**config.mk**
```make
export PLATFORM = sky130hd
export DESIGN_NAME = spi_prefetch_fifo
export DESIGN_NICKNAME = d
export VERILOG_FILES = /design/src/rtl/spi_prefetch_fifo.sv
export SDC_FILE = /design/constraint.sdc
export NUM_CORES = 1
export LEC_CHECK = 0
export CAP_MARGIN = 20
export CELL_PAD_IN_SITES_DETAIL_PLACEMENT = 0
export CELL_PAD_IN_SITES_GLOBAL_PLACEMENT = 2
export CORE_ASPECT_RATIO = 1.1
export CORE_UTILIZATION = 39
export CTS_CLUSTER_SIZE = 10
export DETAILED_ROUTE_END_ITERATION = 8
export PLACE_DENSITY = 0.83
export SLEW_MARGIN = 5
export SYNTH_ARGS = -nofsm -noshare
export SYNTH_HDL_FRONTEND = slang
export SYNTH_SLANG_ARGS = --single-unit
```
**constraint.sdc**
```tcl
create_clock -name clk -period 2.6 [get_ports clk]
set_input_delay 0.52 -clock clk [delete_from_list [all_inputs] [get_ports clk]]
set_output_delay 0.52 -clock clk [all_outputs]
set_load 0.05 [all_outputs]
```
**src/rtl/spi_prefetch_fifo.sv**
```systemverilog
// Prefetching read FIFO in front of a word-serial SPI flash controller.
// Keeps at most one word request outstanding and only asks when a free slot is guaranteed.
module spi_prefetch_fifo #(
  parameter int unsigned DATA_WIDTH_BYTES = 2,
  parameter int unsigned DEPTH            = 4
) (
  input  logic                        clk,
  input  logic                        rstn,
  input  logic                        start_read,
  input  logic                        stop_read,
  input  logic                        pop,
  output logic [8*DATA_WIDTH_BYTES-1:0] data_out,
  output logic                        data_valid,
  output logic [$clog2(DEPTH):0]      level,
  output logic                        underflow,
  output logic                        spi_start_read,
  output logic                        spi_continue_read,
  output logic                        spi_stop_read,
  input  logic [8*DATA_WIDTH_BYTES-1:0] spi_data,
  input  logic                        spi_busy
);

  localparam int unsigned W    = 8 * DATA_WIDTH_BYTES;
  localparam int unsigned PtrW = $clog2(DEPTH);
  localparam logic [PtrW:0] Full = (PtrW + 1)'(DEPTH);

  typedef enum logic {StIdle, StActive} state_e;

  state_e          state_q, state_d;
  logic [W-1:0]    mem_q [DEPTH];
  logic [PtrW-1:0] wr_ptr_q, wr_ptr_d;
  logic [PtrW-1:0] rd_ptr_q, rd_ptr_d;
  logic [PtrW:0]   level_q, level_d;
  logic            inflight_q, inflight_d;
  logic            seen_busy_q, seen_busy_d;
  logic            underflow_q, underflow_d;
  logic            flush, capture, pop_ok, empty;

  always_comb begin
    empty   = (level_q == '0);
    flush   = start_read | stop_read;
    capture = inflight_q & seen_busy_q & ~spi_busy;
    pop_ok  = pop & ~empty;

    // Request pulses are gated by reset so nothing leaks to the controller while in reset.
    spi_stop_read     = rstn & stop_read;
    spi_start_read    = rstn & start_read & ~stop_read;
    spi_continue_read = rstn & (state_q == StActive) & ~inflight_q & ~capture & ~flush &
                        (level_q < Full);

    data_valid = ~empty;
    data_out   = empty ? '0 : mem_q[rd_ptr_q];
    level      = level_q;
    underflow  = underflow_q;
  end

  always_comb begin
    state_d     = state_q;
    wr_ptr_d    = wr_ptr_q;
    rd_ptr_d    = rd_ptr_q;
    level_d     = level_q;
    inflight_d  = inflight_q;
    seen_busy_d = seen_busy_q;
    underflow_d = (underflow_q | (pop & empty)) & ~start_read;

    if (inflight_q && spi_busy) seen_busy_d = 1'b1;
    if (capture) begin
      inflight_d  = 1'b0;
      seen_busy_d = 1'b0;
      wr_ptr_d    = wr_ptr_q + PtrW'(1);
    end
    if (spi_continue_read) inflight_d = 1'b1;
    if (pop_ok) rd_ptr_d = rd_ptr_q + PtrW'(1);

    case ({capture, pop_ok})
      2'b10:   level_d = level_q + (PtrW + 1)'(1);
      2'b01:   level_d = level_q - (PtrW + 1)'(1);
      default: level_d = level_q;
    endcase

    // Flush beats any capture or pop in the same cycle; stop beats start.
    if (stop_read) begin
      state_d     = StIdle;
      inflight_d  = 1'b0;
      seen_busy_d = 1'b0;
      wr_ptr_d    = '0;
      rd_ptr_d    = '0;
      level_d     = '0;
    end else if (start_read) begin
      state_d     = StActive;
      inflight_d  = 1'b1;
      seen_busy_d = 1'b0;
      wr_ptr_d    = '0;
      rd_ptr_d    = '0;
      level_d     = '0;
    end
  end

  always_ff @(posedge clk) begin
    if (!rstn) begin
      state_q     <= StIdle;
      wr_ptr_q    <= '0;
      rd_ptr_q    <= '0;
      level_q     <= '0;
      inflight_q  <= 1'b0;
      seen_busy_q <= 1'b0;
      underflow_q <= 1'b0;
    end else begin
      state_q     <= state_d;
      wr_ptr_q    <= wr_ptr_d;
      rd_ptr_q    <= rd_ptr_d;
      level_q     <= level_d;
      inflight_q  <= inflight_d;
      seen_busy_q <= seen_busy_d;
      underflow_q <= underflow_d;
    end
  end

  always_ff @(posedge clk) begin
    if (rstn && capture && !flush) mem_q[wr_ptr_q] <= spi_data;
  end

endmodule

```
==> flow_summary.ini, run 1 <==
[layout]
num-nets-final = 258
syn_to_final_growth_pct = 26.80
antenna-diode-count = 0
design_area_sq_um = 3931
multiInputGateArea_sq_um = 842.1
fillers = 613
seqCellArea_sq_um = 2182
drive_above_1_share_pct = 25.53

[clocking]
cts_tree = built
clockBufferDepth = 2
cts_num_sinks = 77
htreeDepth = 3
cts_setup_buffers = 0
cts-hold-fix-buffers = 0
root_buffer = clkbuf_8
numCtsBuffers = 9
clk_latency_ns = 0.33
post_cts_resized = 0
path_clk_slew_ns = 0.08

[yosys]
yosysMostFrequentCell = edfxtp_1
synth_commonest_cells = 64 x edfxtp_1, 14 x nor2b_1, 13 x dfxtp_1
syn_area_per_cell_sq_um = 18.03
synth-seq-cells = 77
ys_types = 27
postSynthCellCount = 172
ys_seq_area_share_pct = 70.38
yosys.area.top_type_share_pct = 61.99
synth_edf_count = 64
syn-cell-area_sq_um = 3100
yosysTopAreaCell = edfxtp_1
synthTopCellsByArea = edfxtp_1 62%, dfxtp_1 8.4%, mux4_2 7.3%, mux4_1 5.1%, nor2b_1 2.8%
yosys_warnings = 0
syn_nets = 200
synthFlopType = edfxtp_1
async_flop_share_pct = 0

[sta]
min_period_over_period_pct = 95.01
whs_ns = 0.4641
worstMarginPinSlew_ns = 0.4947
rsz0062_at_grt = no
fmax_mhz = 404.8
hold_viol = 0
min_period_ns = 2.470
slew_viol_final = 0
slew_headroom_pct = 66.92
setup_viol = 0
fin_skew_ns = 0.006607
setup_tns_ns = 0

[worst_setup_path]
arrival_ns = 1.95
required_ns = 2.08
r2r_setup_slack_ns = 0.70
critPathKind = primary input to output pin
start_kind = primary input
r2r-start = level[2]
crit_path_start = rstn
worstPathMaxFanout = 6
rr_worst_depth = 8
cp-end-kind = output pin
reg2reg_to = level[2]

[hold_path]
whs_endpoint = state_q
hp-class = flop to flop
holdCritStartpoint = state_q
hold_depth = 2

[global_route]
grt_start_max_net_pins = 21
gr-usage-all-layers_pct = 13.21
overflow = 0
grt_pass1_wl_um = 7679
grt_pass1_vias = 1547
antenna_found_initial = 0

[floorplanning]
dieArea_sq_um = 8311
ios = 46
num_rows = 33
die_w_um = 87.02
core-area_sq_um = 7556
die_h_um = 95.52
initial_core_util_pct = 41.03

[outcome]
outcome = complete, no violations

[detailed_routing]
ant_nets = 0
routed_wirelength_um = 4939
firstDrtPassIters = 4
avgViaCountPerCell = 4.668
remaining_drc_errors = 0
vias = 1587
drtIter0Drc = 57
wire_per_inst_um = 14.53

[placed_design]
dpl.hpwl_um = 3243
portBuffers = 45
dpl_cell_area_sq_um = 3729
place_congestion = 0.7399

[flow_run]
timing.max_cap.violations = 0

[power_and_ir_drop]
p_total_mw = 2.295
leakagePower_nw = 1.332
power_density_nw_per_um2 = 583.7
peakVddDrop_uv = 257.9
through the flow:
step / cells / setup WS (ns) / utilization, %
4_1_cts: 340 / 0.1274 / 52.03
2_1_floorplan: 172 / 0.1756 / -
3_3_place_gp: 324 / 0.1591 / 49.35
3_5_place_dp: 324 / 0.1304 / 49.35
5_1_grt: 340 / 0.07331 / 52.03
6_report: 340 / 0.1298 / 52.03
worst max path at each step:
| stage | to | slack, ns | cells after the start |
|---|---|---|---|
| 3_5_place_dp | spi_continue_read | 0.13 | 4 |
| 5_1_grt | spi_continue_read | 0.07 | 4 |
| 3_3_place_gp | spi_continue_read | 0.16 | 4 |
| 6_report | spi_continue_read | 0.13 | 4 |
| 2_1_floorplan | data_out[10] | 0.18 | 4 |
| 4_1_cts | spi_continue_read | 0.13 | 4 |
logic make-up after synthesis:
| kind of cell | after synthesis | share of synthesized area (%) |
|---|---|---|
| XOR/XNOR | 4 | 1.130 |
| buffers and inverters | 15 | 2.784 |
| AO/OA/AOI/OAI | 9 | 1.533 |
| flip-flops | 77 | 70.38 |
| multiplexers | 18 | 12.99 |
| AND/OR/NAND/NOR | 43 | 8.515 |
| adder cells (fa/ha/maj) | 6 | 2.663 |
registers in the layout (all words and copies together) (netlist names), named ones only:
register,count
underflow,1
level,3
wr_ptr_q,2
inflight_q,1
rd_ptr_q,2
state_q,1
mem_q,64
seen_busy_q,1
cell usage in the layout, fill, tap and decap left out, drive strengths merged:
cell,instances
clkbuf,9
inv,12
mux4,16
a21oi,5
nor2b,17
o31ai,1
nor2,12
nor3,1
xnor2,1
nand3b,1
fa,1
dfxtp,13
nand2b,1
o21ai,3
ha,5
nor3b,2
and2,5
clkdlybuf4s50,25
nand2,1
bufinv,1
buf,29
clkinv,2
or3,2
or3b,1
edfxtp,64
xor2,3
mux2i,2
report_power, final:
part	total, mW	switching [mW]	leakage, nW	internal (mW)
logic	0.0684	0.0300	0.547	0.0385
registers	1.34	0.00164	0.680	1.33
clock network	0.891	0.434	0.105	0.457
total	2.29	0.466	1.33	1.83
final cells by class:
type / count / area share (%)
Sequential cell: 77 / 55.51
Multi-Input combinational cell: 80 / 21.42
Timing Repair Buffer: 54 / 13.81
Tap cell: 105 / 3.342
Clock buffer: 9 / 3.151
Clock inverter: 7 / 2.005
Inverter: 8 / 0.7638
critical path, cell delays in order:
cell and delay (ns):
clkdlybuf4s50_1 0.51, or3b_1 0.48, nor3b_2 0.27, buf_12 0.17
routing by layer:
layer	track usage, %	wire length (um)	part of all wire [%]	vias up
met3	2.944	167	3.4	7
met4	9.167	96	1.9	0
met2	22.38	2668	54	26
met5	0	0	0	-
li1	-	-	-	763
met1	14.86	2006	41	791
Power figures use the tool's default switching activity.
==> run 2: changes to the inputs <==
--- a/config.mk
+++ b/config.mk
@@ -9,10 +9,10 @@
 export CELL_PAD_IN_SITES_DETAIL_PLACEMENT = 0
 export CELL_PAD_IN_SITES_GLOBAL_PLACEMENT = 2
 export CORE_ASPECT_RATIO = 1.1
-export CORE_UTILIZATION = 39
+export CORE_UTILIZATION = 42
 export CTS_CLUSTER_SIZE = 10
 export DETAILED_ROUTE_END_ITERATION = 8
-export PLACE_DENSITY = 0.83
+export PLACE_DENSITY = 0.88
 export SLEW_MARGIN = 5
 export SYNTH_ARGS = -nofsm -noshare
 export SYNTH_HDL_FRONTEND = slang
==> constraint.sdc (replaced) <==
create_clock -name clk -period 3 [get_ports clk]
set_input_delay 0.6 -clock clk [delete_from_list [all_inputs] [get_ports clk]]
set_output_delay 0.6 -clock clk [all_outputs]
set_load 0.05 [all_outputs]
==> flow_summary.ini, run 2 (synthesis results as in run 1) <==
[outcome]
outcome = finished with violations
violations = DRC

[layout]
post-route-util_pct = 54.64
final_cell_mix = 64 x edfxtp_1, 27 x clkdlybuf4s50_1, 25 x buf_4
largest-register = mem_q
final_common_cell = edfxtp_1
antenna-diode-count = 0
drive_above_1_share_pct = 24.58
largest_register_ffs = 64
syn_to_final_growth_pct = 24.90
num-nets-final = 259

[worst_setup_path]
required_ns = 2.40
worstPathCellList = clkdlybuf4s50_1, or3b_1, nor3b_1, buf_12
worstPathMaxFanout = 4
rr_worst_depth = 8
reg2reg_to = level[2]
cpPeakStageDelay_ns = 0.50
crit_path_start = rstn
r2r-start = level[0]
cp-end-kind = output pin
slowest_stage = clkdlybuf4s50_1
critPathKind = primary input to output pin
r2r_setup_slack_ns = 1.11
cp_num_cells = 4
path_delay_family = simple AND/OR/NAND/NOR gates
worst-path-buf-inv = 2
arrival_ns = 2.03
start_kind = primary input
critPathCapture = spi_continue_read

[clocking]
cts_tree = built
root_buffer = clkbuf_8
clk_latency_ns = 0.34
numCtsBuffers = 9
htreeDepth = 3
cts_setup_buffers = 0
path_clk_slew_ns = 0.07
cts-hold-fix-buffers = 0
post_cts_resized = 0
cts_num_sinks = 77
clockBufferDepth = 2

[power_and_ir_drop]
p_total_mw = 1.974
seq_power_share_pct = 58.7
swShare_pct = 20.22
leakagePower_nw = 1.311
p_clk_share_pct = 38.4
peakVddDrop_uv = 223.2
combPwrFrac_pct = 3.0
power.internal_mw = 1.575
power_density_nw_per_um2 = 509.7
switching_power_mw = 0.3990

[floorplanning]
num_rows = 32
initial_core_util_pct = 43.75
core-area_sq_um = 7087
die_h_um = 92.11
die_w_um = 83.92
dieArea_sq_um = 7730
ios = 46

[global_route]
gr-usage-all-layers_pct = 14.59
grt_start_max_net_pins = 20
antenna_found_initial = 0
overflow = 0
grt_pass1_wl_um = 8197
grt_pass1_vias = 1651

[sta]
min_period_ns = 2.628
fmax_mhz = 380.5
fin_ws_ns = 0.3715
slew_viol_final = 0
setup_tns_ns = 0
setup_viol = 0
slew_headroom_pct = 62.46
fin_skew_ns = 0.009620
hold_viol = 0
whs_ns = 0.4674
worstMarginPinSlew_ns = 0.5613
rsz0062_at_grt = no
min_period_over_period_pct = 87.62

[placed_design]
portBuffers = 45
place_congestion = 0.7042
dp_slack_ns = 0.3795
dpl.hpwl_um = 3234

[detailed_routing]
routed_wirelength_um = 4901
avgViaCountPerCell = 4.984
vias = 1600
wire_per_inst_um = 15.27
drtIter0Drc = 67
remaining_drc_errors = 4
ant_nets = 0
firstDrtPassIters = 6

[flow_run]
timing.max_cap.violations = 0

[hold_path]
hp-class = flop to flop
## run 2: changes by cell type in the layout (fill, tap and decap cells not counted)
cell	previous run	this run
nor3b_2	1	0
inv_6	4	1
buf_4	23	25
clkdlybuf4s50_1	25	27
nor3b_1	1	2
clkinvlp_4	0	3
buf_12	6	3
## run 2: per-layer routing
metal,GRT usage (%),part of all wire (%),wire length [um]
met3,5.851,5.3,261
met1,17.29,42,2059
met2,23.91,51,2502
met4,5.603,1.6,78
met5,0,0,0
## run 2: cell type report
| type | instances | area, sq um |
|---|---|---|
| fillers | 580 | 3214 |
| flip-flops and latches | 77 | 2182 |
| multi-input cells | 80 | 837.1 |
| repair buffers | 55 | 518.0 |
| clock buffers | 9 | 123.9 |
| well taps | 85 | 106.4 |
| clock inverters | 7 | 75.07 |
| inverters | 8 | 30.03 |
## run 2: how the worst min path moves through the flow
stage	start	endpoint	slack, ns	depth (start not counted)
global route	state_q	state_q	0.55	2
floorplan	state_q	state_q	0.43	2
CTS	state_q	state_q	0.48	2
finish	state_q	state_q	0.47	2
detailed placement	state_q	state_q	0.46	2
global placement	state_q	state_q	0.45	2
## run 2: worst reg2reg max path: stages, from the launching register on
cell and delay (ns):
dfxtp_1 0.43, o31ai_1 0.13, inv_1 0.07, ha_1 0.17, inv_1 0.06, fa_1 0.37, xor2_1 0.16, or3_1 0.30
a21oi_1 0.13
## run 2: power groups by stage
stage,Combinational [mW],Clock (mW),Sequential (mW)
4_1_cts,0.0592,0.784,1.16
2_1_floorplan,0.0128,0,1.18
3_5_place_dp,0.0588,0,1.18
3_3_place_gp,0.0573,0,1.18
5_1_grt,0.0633,0.829,1.16
6_report,0.0583,0.758,1.16
## run 2: per-stage QoR
step	instance area, sq um	std cells
floorplan	3100	172
global placement	3674	305
detailed placement	3674	305
CTS	3872	321
global route	3872	321
finish	3872	321
